===== config.mk =====
export PLATFORM = sky130hd
export DESIGN_NAME = regfile_2r1w
export DESIGN_NICKNAME = d
export VERILOG_FILES = /design/src/rtl/regfile_pkg.sv /design/src/rtl/regfile_clear_ctrl.sv /design/src/rtl/regfile_2r1w.sv
export SDC_FILE = /design/constraint.sdc
export NUM_CORES = 1
export LEC_CHECK = 0
export CORE_AREA = 3 3 164 166
export DETAILED_ROUTE_END_ITERATION = 16
export DIE_AREA = 0 0 167 169
export PLACE_DENSITY = 0.95
export SETUP_SLACK_MARGIN = 0.05
export SYNTH_ARGS = -nofsm -noshare
export SYNTH_HDL_FRONTEND = slang
export SYNTH_HIERARCHICAL = 1
export SYNTH_SLANG_ARGS = --single-unit

===== constraint.sdc =====
create_clock -name clk -period 6.3 [get_ports clk]
set_clock_uncertainty 0.2 [all_clocks]
set_input_delay 1.26 -clock clk [delete_from_list [all_inputs] [get_ports clk]]
set_output_delay 1.26 -clock clk [all_outputs]
set_load 0.01 [all_outputs]

===== src/rtl/regfile_pkg.sv =====
// Shared types and helpers for the two-read/one-write register file.
// Byte-merge works on a capped width so any WIDTH up to MAX_W can use it.
package regfile_pkg;

    typedef enum logic {
        IDLE  = 1'b0,
        CLEAR = 1'b1
    } clr_state_t;

    localparam int MAX_W  = 256;
    localparam int MAX_NB = MAX_W / 8;

    function automatic logic [MAX_W-1:0] byte_merge(
        input logic [MAX_W-1:0]  old_w,
        input logic [MAX_W-1:0]  new_w,
        input logic [MAX_NB-1:0] be
    );
        logic [MAX_W-1:0] res;
        res = old_w;
        for (int i = 0; i < MAX_NB; i++) begin
            if (be[i]) begin
                res[8*i +: 8] = new_w[8*i +: 8];
            end
        end
        return res;
    endfunction

endpackage


===== src/rtl/regfile_clear_ctrl.sv =====
// Bulk-clear sequencer: walks the array one entry per cycle under busy.
// busy is a pure register, so no input reaches it combinationally.
module regfile_clear_ctrl
    import regfile_pkg::*;
#(
    parameter int DEPTH = 8,
    localparam int AW = $clog2(DEPTH)
) (
    input  logic          clk,
    input  logic          reset_n,
    input  logic          clr,
    output logic          busy,
    output logic          clr_we,
    output logic [AW-1:0] clr_addr
);

    clr_state_t    state;
    logic [AW-1:0] cnt;

    always_ff @(posedge clk or negedge reset_n) begin
        if (!reset_n) begin
            state <= IDLE;
            cnt   <= '0;
            busy  <= 1'b0;
        end else begin
            unique case (state)
                IDLE: begin
                    if (clr) begin
                        state <= CLEAR;
                        busy  <= 1'b1;
                        cnt   <= '0;
                    end
                end
                CLEAR: begin
                    cnt <= cnt + 1'b1;
                    if (cnt == AW'(DEPTH - 1)) begin
                        state <= IDLE;
                        busy  <= 1'b0;
                    end
                end
                default: begin
                    state <= IDLE;
                    busy  <= 1'b0;
                end
            endcase
        end
    end

    assign clr_we   = busy;
    assign clr_addr = cnt;

endmodule


===== src/rtl/regfile_2r1w.sv =====
// General-purpose register array: two bypassed read ports, one byte-masked
// write port, optional hardwired-zero entry 0 and a sequential bulk clear.
module regfile_2r1w
    import regfile_pkg::*;
#(
    parameter int WIDTH    = 32,
    parameter int DEPTH    = 8,
    parameter bit ZERO_REG = 1'b0,
    localparam int AW = $clog2(DEPTH),
    localparam int NB = WIDTH / 8
) (
    input  logic             clk,
    input  logic             reset_n,
    input  logic             we,
    input  logic [AW-1:0]    wAddr,
    input  logic [WIDTH-1:0] wData,
    input  logic [NB-1:0]    wBe,
    input  logic [AW-1:0]    rAddrA,
    input  logic [AW-1:0]    rAddrB,
    output logic [WIDTH-1:0] rDataA,
    output logic [WIDTH-1:0] rDataB,
    input  logic             clr,
    output logic             busy
);

    logic [WIDTH-1:0] mem [DEPTH];
    logic             clr_we;
    logic [AW-1:0]    clr_addr;
    logic             wr_live;
    logic             wr_en;
    logic [WIDTH-1:0] wr_word;
    logic             byp_a;
    logic             byp_b;
    logic             zro_a;
    logic             zro_b;

    regfile_clear_ctrl #(
        .DEPTH(DEPTH)
    ) u_clear_ctrl (
        .clk     (clk),
        .reset_n (reset_n),
        .clr     (clr),
        .busy    (busy),
        .clr_we  (clr_we),
        .clr_addr(clr_addr)
    );

    // A write is only live while idle; it drives both storage and bypass.
    assign wr_live = we && !busy;
    assign wr_en   = wr_live && !(ZERO_REG && (wAddr == '0));

    assign wr_word = WIDTH'(byte_merge(MAX_W'(mem[wAddr]),
                                       MAX_W'(wData),
                                       MAX_NB'(wBe)));

    always_ff @(posedge clk or negedge reset_n) begin
        if (!reset_n) begin
            for (int i = 0; i < DEPTH; i++) begin
                mem[i] <= '0;
            end
        end else if (clr_we) begin
            mem[clr_addr] <= '0;
        end else if (wr_en) begin
            mem[wAddr] <= wr_word;
        end
    end

    assign byp_a = wr_live && (wAddr == rAddrA);
    assign byp_b = wr_live && (wAddr == rAddrB);
    assign zro_a = ZERO_REG && (rAddrA == '0);
    assign zro_b = ZERO_REG && (rAddrB == '0);

    assign rDataA = zro_a ? '0 :
                    byp_a ? WIDTH'(byte_merge(MAX_W'(mem[rAddrA]),
                                              MAX_W'(wData),
                                              MAX_NB'(wBe))) :
                    mem[rAddrA];

    assign rDataB = zro_b ? '0 :
                    byp_b ? WIDTH'(byte_merge(MAX_W'(mem[rAddrB]),
                                              MAX_W'(wData),
                                              MAX_NB'(wBe))) :
                    mem[rAddrB];

endmodule


==> impl_metrics.sql, run 1 <==
INSERT INTO impl_metrics (metric_group, metric, value, unit) VALUES
('global_route', 'antenna_found_initial', '3', ''),
('sta', 'setup_violations', '0', ''),
('critical_path', 'critical_path.startpoint_type', 'input port', ''),
('yosys', 'synthesis.nets', '1371', ''),
('detailed_routing', 'maxUsedRoutingLayer', 'met5', ''),
('clock_tree', 'clock_tree_from_tritoncts', 'done', ''),
('final_layout', 'final_cell_area', '19010', 'um^2'),
('clock_tree', 'cts-hold-fix-buffers', '0', ''),
('power_and_ir_drop', 'power.combinational.fraction', '0.308', ''),
('yosys', 'synth-async-reset-ratio', '1.000', ''),
('sta', 'final.hold.worst_slack', '0.3247', 'ns'),
('critical_path', 'setup.worst_path.class', 'in -> out', ''),
('floorplan', 'die_y', '169', 'um'),
('floorplan', 'io_pins', '114', ''),
('run', 'drv.max_cap_violation_count', '0', ''),
('final_layout', 'finish.utilization', '0.7377', ''),
('sta', 'post-route-period-util', '0.8501', ''),
('yosys', 'synthDistinctLibCells', '37', ''),
('floorplan', 'initial_utilization', '0.6425', ''),
('power_and_ir_drop', 'power.density', '318.1', 'nW/um^2'),
('sta', 'worst_slew_pin_slew', '1.351', 'ns'),
('placed_design', 'place_hpwl', '31.90', 'mm'),
('sta', 'slew_limit_fails', '0', ''),
('yosys', 'synth.cells.most_frequent', 'sky130_fd_sc_hd__dfrtp_1, sky130_fd_sc_hd__nand2_1, sky130_fd_sc_hd__mux4_2, sky130_fd_sc_hd__o21ai_0, sky130_fd_sc_hd__mux2_2', ''),
('clock_tree', 'source_to_sink_clock_delay_at_the_later_pin_of_the_worst_skew_pair', '0.55', 'ns'),
('detailed_routing', 'dr_total_vias', '13750', ''),
('sta', 'finalSetupTns', '0', 'ns'),
('global_route', 'remaining_global_route_overflow', '0', ''),
('final_layout', 'fill_cell_total_of_the_finished_layout', '1439', ''),
('global_route', 'grt_pass1_wl', '85.12', 'mm'),
('detailed_routing', 'drt_wl_total', '54.82', 'mm'),
('final_layout', 'syn_to_final_growth', '14.82', '%'),
('yosys', 'seq_cells_post_synth', '261', ''),
('power_and_ir_drop', 'worst_ir_drop_vdd', '0.2322', 'mV'),
('clock_tree', 'htree_num_levels', '1', ''),
('yosys', 'cell_type_contributing_the_most_total_cell_area_after_synthesis', 'sky130_fd_sc_hd__dfrtp_1', ''),
('critical_path', 'endpoint_kind', 'primary output', ''),
('power_and_ir_drop', 'cellLeakagePower', '7.800', 'nW'),
('detailed_routing', 'drt-wirelength-per-cell', '31.40', 'um'),
('final_layout', 'nets', '1442', ''),
('floorplan', 'std_cell_rows', '59', ''),
('power_and_ir_drop', 'totalPowerFinal', '6.046', 'mW'),
('yosys', 'syn-instance-count', '1319', ''),
('yosys', 'netlist_top_cells_area', 'sky130_fd_sc_hd__dfrtp_1, sky130_fd_sc_hd__mux4_2, sky130_fd_sc_hd__mux2_2', ''),
('worst_hold_path', 'min-delay-path-class', 'reg -> reg', ''),
('yosys', 'synth.avg_cell_area', '12.55', 'um^2'),
('yosys', 'synth_top_area_frac', '0.3946', ''),
('final_layout', 'final_layout_size_suffix_gt1_frac', '0.3501', ''),
('detailed_routing', 'detail-route-antenna-nets', '0', ''),
('clock_tree', 'cts_resized', '0', ''),
('sta', 'hold_viol', '0', ''),
('clock_tree', 'cts.clk_slew.worst_paths', '0.06', 'ns'),
('clock_tree', 'clock_tree.root_cell', 'sky130_fd_sc_hd__clkbuf_16', ''),
('power_and_ir_drop', 'power_switching_share', '0.3442', ''),
('sta', 'unrepaired_setup_endpoints_after_global_routing', 'no', ''),
('power_and_ir_drop', 'cellInternalPower', '3.965', 'mW'),
('status', 'outcome', 'completed', ''),
('critical_path', 'worst_ep_arrival_time', '3.90', 'ns'),
('yosys', 'syn-cell-area', '16550', 'um^2'),
('placed_design', 'place_area', '17960', 'um^2'),
('power_and_ir_drop', 'power_frac_seq', '0.387', ''),
('sta', 'timing.final.crit_period', '5.356', 'ns'),
('yosys', 'seq_area_frac_synth', '0.3946', ''),
('global_route', 'grt_usage', '0.3894', ''),
('global_route', 'grt_start_max_net_pins', '187', ''),
('detailed_routing', 'viasPerCell', '7.877', ''),
('sta', 'maxClockFrequency', '186.7', 'MHz'),
('detailed_routing', 'met2_wirelength', '25.25', 'mm'),
('yosys', 'synth-edff-count', '0', ''),
('detailed_routing', 'drc', '0', ''),
('detailed_routing', 'drt_pre_antenna_iters', '6', '');
==> stage by stage <==
stage	worst slack (ns)	cells
final	0.9443	1746
after global routing	0.9374	1746
after CTS	1.037	1745
after detailed placement	1.110	1693
after global placement	1.209	1693
after floorplan	1.947	1319
==> metal layers <==
metal / GRT usage / vias to the layer above
li1: - / 5164
met1: 0.4572 / 6709
met2: 0.6021 / 1375
met3: 0.1345 / 500
met4: 0.2816 / 6
met5: 0.006957 / -
==> sequential cells by signal, summed over array words and instances, names as in the netlist <==
| register | count |
|---|---|
| mem | 256 |
| u_clear_ctrl/busy | 1 |
| u_clear_ctrl/state | 1 |
| u_clear_ctrl/clr_addr | 3 |
==> critical path: stages <==
cell and delay (ns):
sky130_fd_sc_hd__buf_2 0.63, sky130_fd_sc_hd__xor2_1 0.23, sky130_fd_sc_hd__nor4_4 0.58, sky130_fd_sc_hd__nand2_2 0.29, sky130_fd_sc_hd__mux2_2 0.32, sky130_fd_sc_hd__clkdlybuf4s50_1 0.57
==> final cells by class <==
| class | instances | area share |
|---|---|---|
| flip-flops and latches | 261 | 0.3436 |
| clock inverters | 15 | 0.01126 |
| clock buffers | 37 | 0.04292 |
| repair buffers | 151 | 0.07650 |
| multi-input cells | 944 | 0.5030 |
| inverters | 3 | 0.0005925 |
| well taps | 335 | 0.02205 |
==> cell usage in the layout, fill, tap and decap left out, types with 6 or more instances in the layout <==
master and n:
sky130_fd_sc_hd__buf_4 35, sky130_fd_sc_hd__mux2_2 154, sky130_fd_sc_hd__clkdlybuf4s50_1 103, sky130_fd_sc_hd__o21ai_1 75
sky130_fd_sc_hd__a21oi_2 6, sky130_fd_sc_hd__mux2i_4 26, sky130_fd_sc_hd__nand2_1 240, sky130_fd_sc_hd__nor2_1 10
sky130_fd_sc_hd__clkbuf_8 6, sky130_fd_sc_hd__mux4_2 192, sky130_fd_sc_hd__clkbuf_16 29, sky130_fd_sc_hd__o21ai_0 157
sky130_fd_sc_hd__clkinv_2 6, sky130_fd_sc_hd__xor2_1 6, sky130_fd_sc_hd__nand2_2 8, sky130_fd_sc_hd__a22o_1 26
sky130_fd_sc_hd__dfrtp_1 261, sky130_fd_sc_hd__buf_2 6
==> path summary, 6_finish.rpt <==
kind / cells past startpoint / from / end / slack (ns)
max: 6 / wAddr[1] / rDataB[23] / 0.94
min: 2 / mem[207] / mem[207] / 0.32
max reg2reg: 4 / u_clear_ctrl/busy / mem[117] / 2.70
min reg2reg: 2 / mem[207] / mem[207] / 0.32
max in group asynchronous: 2 / reset_n / mem[209] / 4.00
min in group asynchronous: 1 / reset_n / mem[159] / 0.46
==> power by group through the flow <==
| stage | combinational (mW) | sequential (mW) | clock, mW |
|---|---|---|---|
| 2_1_floorplan | 1.16 | 2.20 | 0 |
| 3_3_place_gp | 1.67 | 2.28 | 0 |
| 3_5_place_dp | 1.75 | 2.33 | 0 |
| 4_1_cts | 1.80 | 2.32 | 1.84 |
| 5_1_grt | 1.93 | 2.37 | 1.91 |
| 6_report | 1.86 | 2.34 | 1.84 |
==> logic make-up (layout without fill, tap and decap cells) <==
group,count (synthesis),in the layout,share of synthesized area
adder cells (fa/ha/maj),3,3,0.002268
AO/OA/AOI/OAI,271,271,0.08837
flip-flops,261,261,0.3946
multiplexers,382,382,0.4083
XOR/XNOR,6,6,0.003175
AND/OR/NAND/NOR,282,282,0.07317
buffers and inverters,114,206,0.03008
Note: power is estimated with default switching activity, not from simulation.
==> inputs of run 2 (changes only) <==
- CORE_AREA: 3 3 164 166 -> 2 2 163 165
- DIE_AREA: 0 0 167 169 -> 0 0 165 167
- PLACE_DENSITY: 0.95 -> 0.85
==> impl_metrics.sql, run 2 (synthesis results as in run 1) <==
INSERT INTO impl_metrics (metric_group, metric, value, unit) VALUES
('status', 'outcome', 'completed', ''),
('critical_path', 'slowest_stage', 'sky130_fd_sc_hd__clkdlybuf4s50_1', ''),
('clock_tree', 'clock_tree.root_cell', 'sky130_fd_sc_hd__clkbuf_16', ''),
('floorplan', 'io_pins', '114', ''),
('sta', 'hold_viol', '0', ''),
('sta', 'post-route-period-util', '0.8422', ''),
('final_layout', 'final_layout_size_suffix_gt1_frac', '0.3489', ''),
('sta', 'setup_violations', '0', ''),
('detailed_routing', 'drc', '0', ''),
('placed_design', 'place_hpwl', '29.77', 'mm'),
('clock_tree', 'number_of_cts_inserted_buffers', '28', ''),
('sta', 'worst_slew_pin_slew', '1.160', 'ns'),
('critical_path', 'critical_path_max_stage_delay', '0.59', 'ns'),
('global_route', 'grt_pass1_wl', '78.91', 'mm'),
('clock_tree', 'cts-hold-fix-buffers', '0', ''),
('critical_path', 'path_cells', 'clkdlybuf4s50_1 > nand2b_1 > nor4_4 > nand2_2 > mux2_2 > clkdlybuf4s50_1', ''),
('final_layout', 'nets', '1440', ''),
('final_layout', 'fill_cell_total_of_the_finished_layout', '1567', ''),
('critical_path', 'crit_family', 'buffers and inverters', ''),
('power_and_ir_drop', 'cellLeakagePower', '7.748', 'nW'),
('detailed_routing', 'drt-initial-drc-count', '1412', ''),
('detailed_routing', 'drt-wirelength-per-cell', '28.90', 'um'),
('clock_tree', 'cts.clk_slew.worst_paths', '0.06', 'ns'),
('critical_path', 'setup.worst_path.class', 'in -> out', ''),
('critical_path', 'timing.critical_path.fanout_max', '8', ''),
('clock_tree', 'clock_tree_from_tritoncts', 'done', ''),
('power_and_ir_drop', 'worst_ir_drop_vdd', '0.1844', 'mV'),
('critical_path', 'crit_required', '4.84', 'ns'),
('detailed_routing', 'dr_total_vias', '12990', ''),
('sta', 'timing.final.crit_period', '5.306', 'ns'),
('final_layout', 'syn_to_final_growth', '14.20', '%'),
('power_and_ir_drop', 'power.density', '305.1', 'nW/um^2'),
('final_layout', 'largest_register', 'mem', ''),
('sta', 'post-route-worst-setup-slack', '0.9943', 'ns'),
('floorplan', 'die_w', '165', 'um'),
('detailed_routing', 'drt_wl_total', '50.42', 'mm'),
('global_route', 'via_count_of_the_first_global_routing_pass', '13880', ''),
('placed_design', 'placement.io_buffers', '113', ''),
('clock_tree', 'cts_setup_buffers', '0', ''),
('sta', 'finalSetupTns', '0', 'ns'),
('global_route', 'grt_usage', '0.3807', ''),
('critical_path', 'critical_path.startpoint_type', 'input port', ''),
('critical_path', 'crit_buf_inv', '2', ''),
('placed_design', 'gpl.final_weighted_congestion', '0.8520', ''),
('clock_tree', 'cts_num_sinks', '261', ''),
('placed_design', 'pre_cts_slack', '1.077', 'ns'),
('clock_tree', 'source_to_sink_clock_delay_at_the_later_pin_of_the_worst_skew_pair', '0.55', 'ns'),
('floorplan', 'initial_utilization', '0.6425', ''),
('sta', 'slew_headroom', '0.2264', ''),
('final_layout', 'layout_commonest_cell', 'sky130_fd_sc_hd__dfrtp_1', ''),
('clock_tree', 'cts_resized', '0', ''),
('critical_path', 'worst_ep_arrival_time', '3.85', 'ns'),
('sta', 'unrepaired_setup_endpoints_after_global_routing', 'no', ''),
('sta', 'slew_limit_fails', '0', ''),
('sta', 'maxClockFrequency', '188.5', 'MHz'),
('floorplan', 'std_cell_rows', '59', ''),
('global_route', 'antenna_found_initial', '0', ''),
('detailed_routing', 'detail-route-antenna-nets', '0', ''),
('run', 'drv.max_cap_violation_count', '0', ''),
('final_layout', 'most-common-layout-cells', 'sky130_fd_sc_hd__dfrtp_1, sky130_fd_sc_hd__nand2_1, sky130_fd_sc_hd__mux4_2', ''),
('detailed_routing', 'drt_pre_antenna_iters', '5', ''),
('global_route', 'remaining_global_route_overflow', '0', ''),
('floorplan', 'floorplan.core_area', '25760', 'um^2'),
('critical_path', 'cpMostUsedCell', 'sky130_fd_sc_hd__clkdlybuf4s50_1', ''),
('floorplan', 'die_y', '167', 'um'),
('global_route', 'grt_start_max_net_pins', '159', ''),
('clock_tree', 'htree_num_levels', '1', ''),
('power_and_ir_drop', 'totalPowerFinal', '5.767', 'mW'),
('detailed_routing', 'viasPerCell', '7.446', ''),
('final_layout', 'num_antenna_cells', '0', ''),
('critical_path', 'endpoint_kind', 'primary output', ''),
('worst_hold_path', 'min-delay-path-class', 'reg -> reg', ''),
('floorplan', 'overall_die_area', '27560', 'um^2'),
('clock_tree', 'clock_path_buffers', '3', ''),
('final_layout', 'finish.utilization', '0.7337', ''),
('final_layout', 'number_of_flip_flops_under_the_largest_register_name', '256', '');
-- run 2: final timing paths --
path	slack, ns	cells past startpoint	start	endpoint
min reg2reg	0.32	2	mem[36]	mem[36]
max reg2reg	3.12	4	u_clear_ctrl/busy	mem[174]
min in group asynchronous	0.54	1	reset_n	mem[97]
max in group asynchronous	4.02	2	reset_n	mem[238]
max	0.99	6	we	rDataA[0]
min	0.32	2	mem[36]	mem[36]
-- run 2: final cells by class --
class                   instances  area, um^2  share of cell area
clock buffers                  42       834.6             0.04415
clock inverters                10       77.57            0.004104
repair buffers                150        1416             0.07493
well taps                     335       419.2             0.02218
flip-flops and latches        261        6531              0.3455
inverters                       3       11.26           0.0005957
multi-input cells             944        9612              0.5085
-- run 2: where the power goes --
part           total, mW  switching, mW  internal, mW
combinational       1.80          0.923         0.877
sequential          2.32          0.350          1.97
clock               1.65          0.695         0.953
-- run 2: tightest hold or removal path, delay by kind of cell, from the launching register on --
family           cells  cell delay (ns)
flip-flops           1             0.37
AO/OA/AOI/OAI        1             0.06
AND/OR/NAND/NOR      1             0.05
-- run 2: per-stage QoR --
stage | hold slack (ns) | std cells | cell area (um^2)
after global routing | 0.3484 | 1745 | 18900
after floorplan | 0.2771 | 1319 | 16550
after detailed placement | 0.3097 | 1693 | 17990
after global placement | 0.2933 | 1693 | 17990
after CTS | 0.3232 | 1745 | 18900
final | 0.3211 | 1745 | 18900
-- run 2: metal layers --
metal / vias up / part of all wire / GRT usage / wire length, um
met2: 1044 / 0.48 / 0.5899 / 23970
met1: 6502 / 0.34 / 0.4992 / 17110
met3: 290 / 0.12 / 0.09988 / 6275
li1: 5157 / - / - / -
met5: - / 0 / 0 / 0
met4: 0 / 0.061 / 0.1970 / 3065
==> edit, RTL diff (settings of run 1) <==
`DEPTH` is set to 8 in 2 places; all go to 4.
--- a/src/rtl/regfile_clear_ctrl.sv
+++ b/src/rtl/regfile_clear_ctrl.sv
@@ -3,7 +3,7 @@
 module regfile_clear_ctrl
     import regfile_pkg::*;
 #(
-    parameter int DEPTH = 8,
+    parameter int DEPTH = 4,
     localparam int AW = $clog2(DEPTH)
 ) (
     input  logic          clk,
--- a/src/rtl/regfile_2r1w.sv
+++ b/src/rtl/regfile_2r1w.sv
@@ -4,7 +4,7 @@
     import regfile_pkg::*;
 #(
     parameter int WIDTH    = 32,
-    parameter int DEPTH    = 8,
+    parameter int DEPTH    = 4,
     parameter bit ZERO_REG = 1'b0,
     localparam int AW = $clog2(DEPTH),
     localparam int NB = WIDTH / 8
Interface: changed (resized rAddrA, rAddrB and wAddr); port bits go from 114 to 111. No check against the original RTL was run, so the function may have changed too.
==> edit against run 1 <==
Worst setup slack improved by 0.047 ns. Synthesized area is 45% lower. Routed wire length is 49% lower. Sequential power shrank 33%. Highest routed layer is now met4. Final area decreased by 42%. Sequential cell count fell by 129. Critical path type unchanged. Critical path depth shrank 1. Total power shrank 25%. Largest power group is now combinational logic.
==> edit: results (changes against run 1) <==
| Metric | Value |
|---|---|
| Met1 usage | `0.249 (was 0.457)` |
| Hold path startpoint | `mem[5] (was mem[207])` |
| Area post-placement | `10400 um^2 (was 18000 um^2)` |
| Hold Path Sink | `mem[5] (was mem[207])` |
| GRT Util Overall | `0.196 (was 0.389)` |
| Most flop-heavy register | `mem (unchanged)` |
| Sequential share of the synthesized area | `0.362 (was 0.395)` |
| Worst path arrival time | `3.85 ns (was 3.90 ns)` |
| CP Max Fanout | `11 (was 23)` |
| Mapped Cells | `775 (was 1319)` |
| Fin nets | `887 (was 1442)` |
| Measured slew at the worst slew-check pin | `1.33 ns (was 1.35 ns)` |
| CP startpoint | `wBe[2] (was wAddr[1])` |
| Slowest stage delay, CP | `0.81 ns (was 0.63 ns)` |
| Most frequent cells after synthesis | `132 x dfrtp_1, 126 x nand2_1, 93 x a22oi_1 (was 261 x dfrtp_1, 240 x nand2_1, 192 x mux4_2)` |
| Crit path max-delay cell type | `clkdlybuf4s50_1 (was buf_2)` |
| # port buffers | `110 (was 113)` |
| Worst Setup Slack post-DPL | `1.01 ns (was 1.11 ns)` |
| WHS | `0.361 ns (was 0.325 ns)` |
| Worst hold path cell count | `2 (unchanged)` |
| Wirelength per Cell | `23.4 um (was 31.4 um)` |
| Vias in the first global route | `7983 (was 15200)` |
| Largest net degree at the start of global routing | `73 (was 187)` |
| Status | `complete, no violations (unchanged)` |
| CTS max path bufs | `2 (was 3)` |
| Drt pass-1 iters | `6 (unchanged)` |
| M3 GR Usage | `0.0434 (was 0.135)` |
| Clock latency on the worst-skew pair | `0.42 ns (was 0.55 ns)` |
| Met2 Usage GRT | `0.316 (was 0.602)` |
| Count of cell types in the netlist | `39 (was 37)` |
| Global-route wire length before repair | `44.1 mm (was 85.1 mm)` |
| Placer Congestion | `0.818 (was 0.891)` |
| Max FFs per register | `128 (was 256)` |
| Main area contributors after synthesis | `dfrtp_1 36%, mux4_2 16%, mux2_2 11% (was dfrtp_1 39%, mux4_2 26%, mux2_2 10%)` |
| Reg2Reg Setup Slack | `3.40 ns (was 2.70 ns)` |
| Inserted Clock Buffers | `17 (was 29)` |
| Via density | `6.33 (was 7.88)` |
| VDD IR-drop max | `0.191 mV (was 0.232 mV)` |
| Via count of the routed design | `7525 (was 13800)` |
| Yosys warns | `6 (unchanged)` |
| Worst R2R End | `mem[49] (was mem[117])` |
| Number of remaining DRC errors | `0 (unchanged)` |
| Initial antenna violation count | `1 (was 3)` |
| Hold Path Class | `reg -> reg (unchanged)` |
| Share of layout cells above drive strength 1 | `0.270 (was 0.350)` |
| Static Leak | `0.00477 uW (was 0.00780 uW)` |
| H-tree levels | `4 (was 1)` |
| Cell count after placement | `1155 (was 1693)` |
| Post-DP HPWL | `18.2 mm (was 31.9 mm)` |
| Post-Synthesis Net Count | `823 (was 1371)` |
| Initial DRC count | `881 (was 1938)` |
## edit: changes by cell type after synthesis, sizes merged, moves of 9 or more
cell	before	now
mux2i	33	66
a22o	26	2
mux4	192	64
a22oi	0	93
nand2	248	126
mux2	157	95
a21oi	10	1
o21ai	232	2
dfrtp	261	132
a2111oi	0	62
clkbuf	73	50
## edit: cell families (layout without fill, tap and decap cells)
logic type | count (synthesis) | in the layout | synth area share
AOI/OAI and AO/OA | 165 | 165 | 0.144
buffers and inverters | 85 | 162 | 0.0451
muxes | 225 | 225 | 0.348
other | 0 | 1 | 0
xor gates and xnor gates | 4 | 4 | 0.00960
and+or+nand+nor | 162 | 162 | 0.0889
DFF | 132 | 132 | 0.362
adders and majority gates | 2 | 2 | 0.00274
## edit: worst reg2reg max path: cells and delay by family (launching register included)
kind	cells	cell delay, ns
AND/OR/NAND/NOR	1	0.80
flip-flops	1	0.59
AO/OA/AOI/OAI	2	0.69
buffers and inverters	1	0.45
## edit: worst max-delay path by stage
stage,to,slack (ns)
floorplan,rDataB[10],2.38
global placement,rDataA[17],1.06
detailed placement,rDataA[17],1.01
CTS,rDataA[20],1.0
global route,rDataA[20],0.87
finish,rDataA[22],0.99
## edit: report_power, final
part           switching, uW  internal (uW)  total [uW]
clock network            387            684        1070
logic                    876           1040        1920
registers                371           1180        1560
total                   1630           2910        4540
## edit: routing by layer
metal	vias up	part of all wire
met5	-	0
met4	0	0.040
met3	93	0.090
met2	458	0.48
met1	3788	0.39
li1	3186	-
## edit: layout make-up
type / count / area (um^2)
clock buffer: 20 / 457
clock inverter: 12 / 176
inverter: 3 / 11.3
timing repair buffer: 127 / 1210
antenna: 1 / 2.50
tap: 335 / 419
sequential: 132 / 3300
multi-input combinational: 558 / 5420
fill: 2305 / 14800
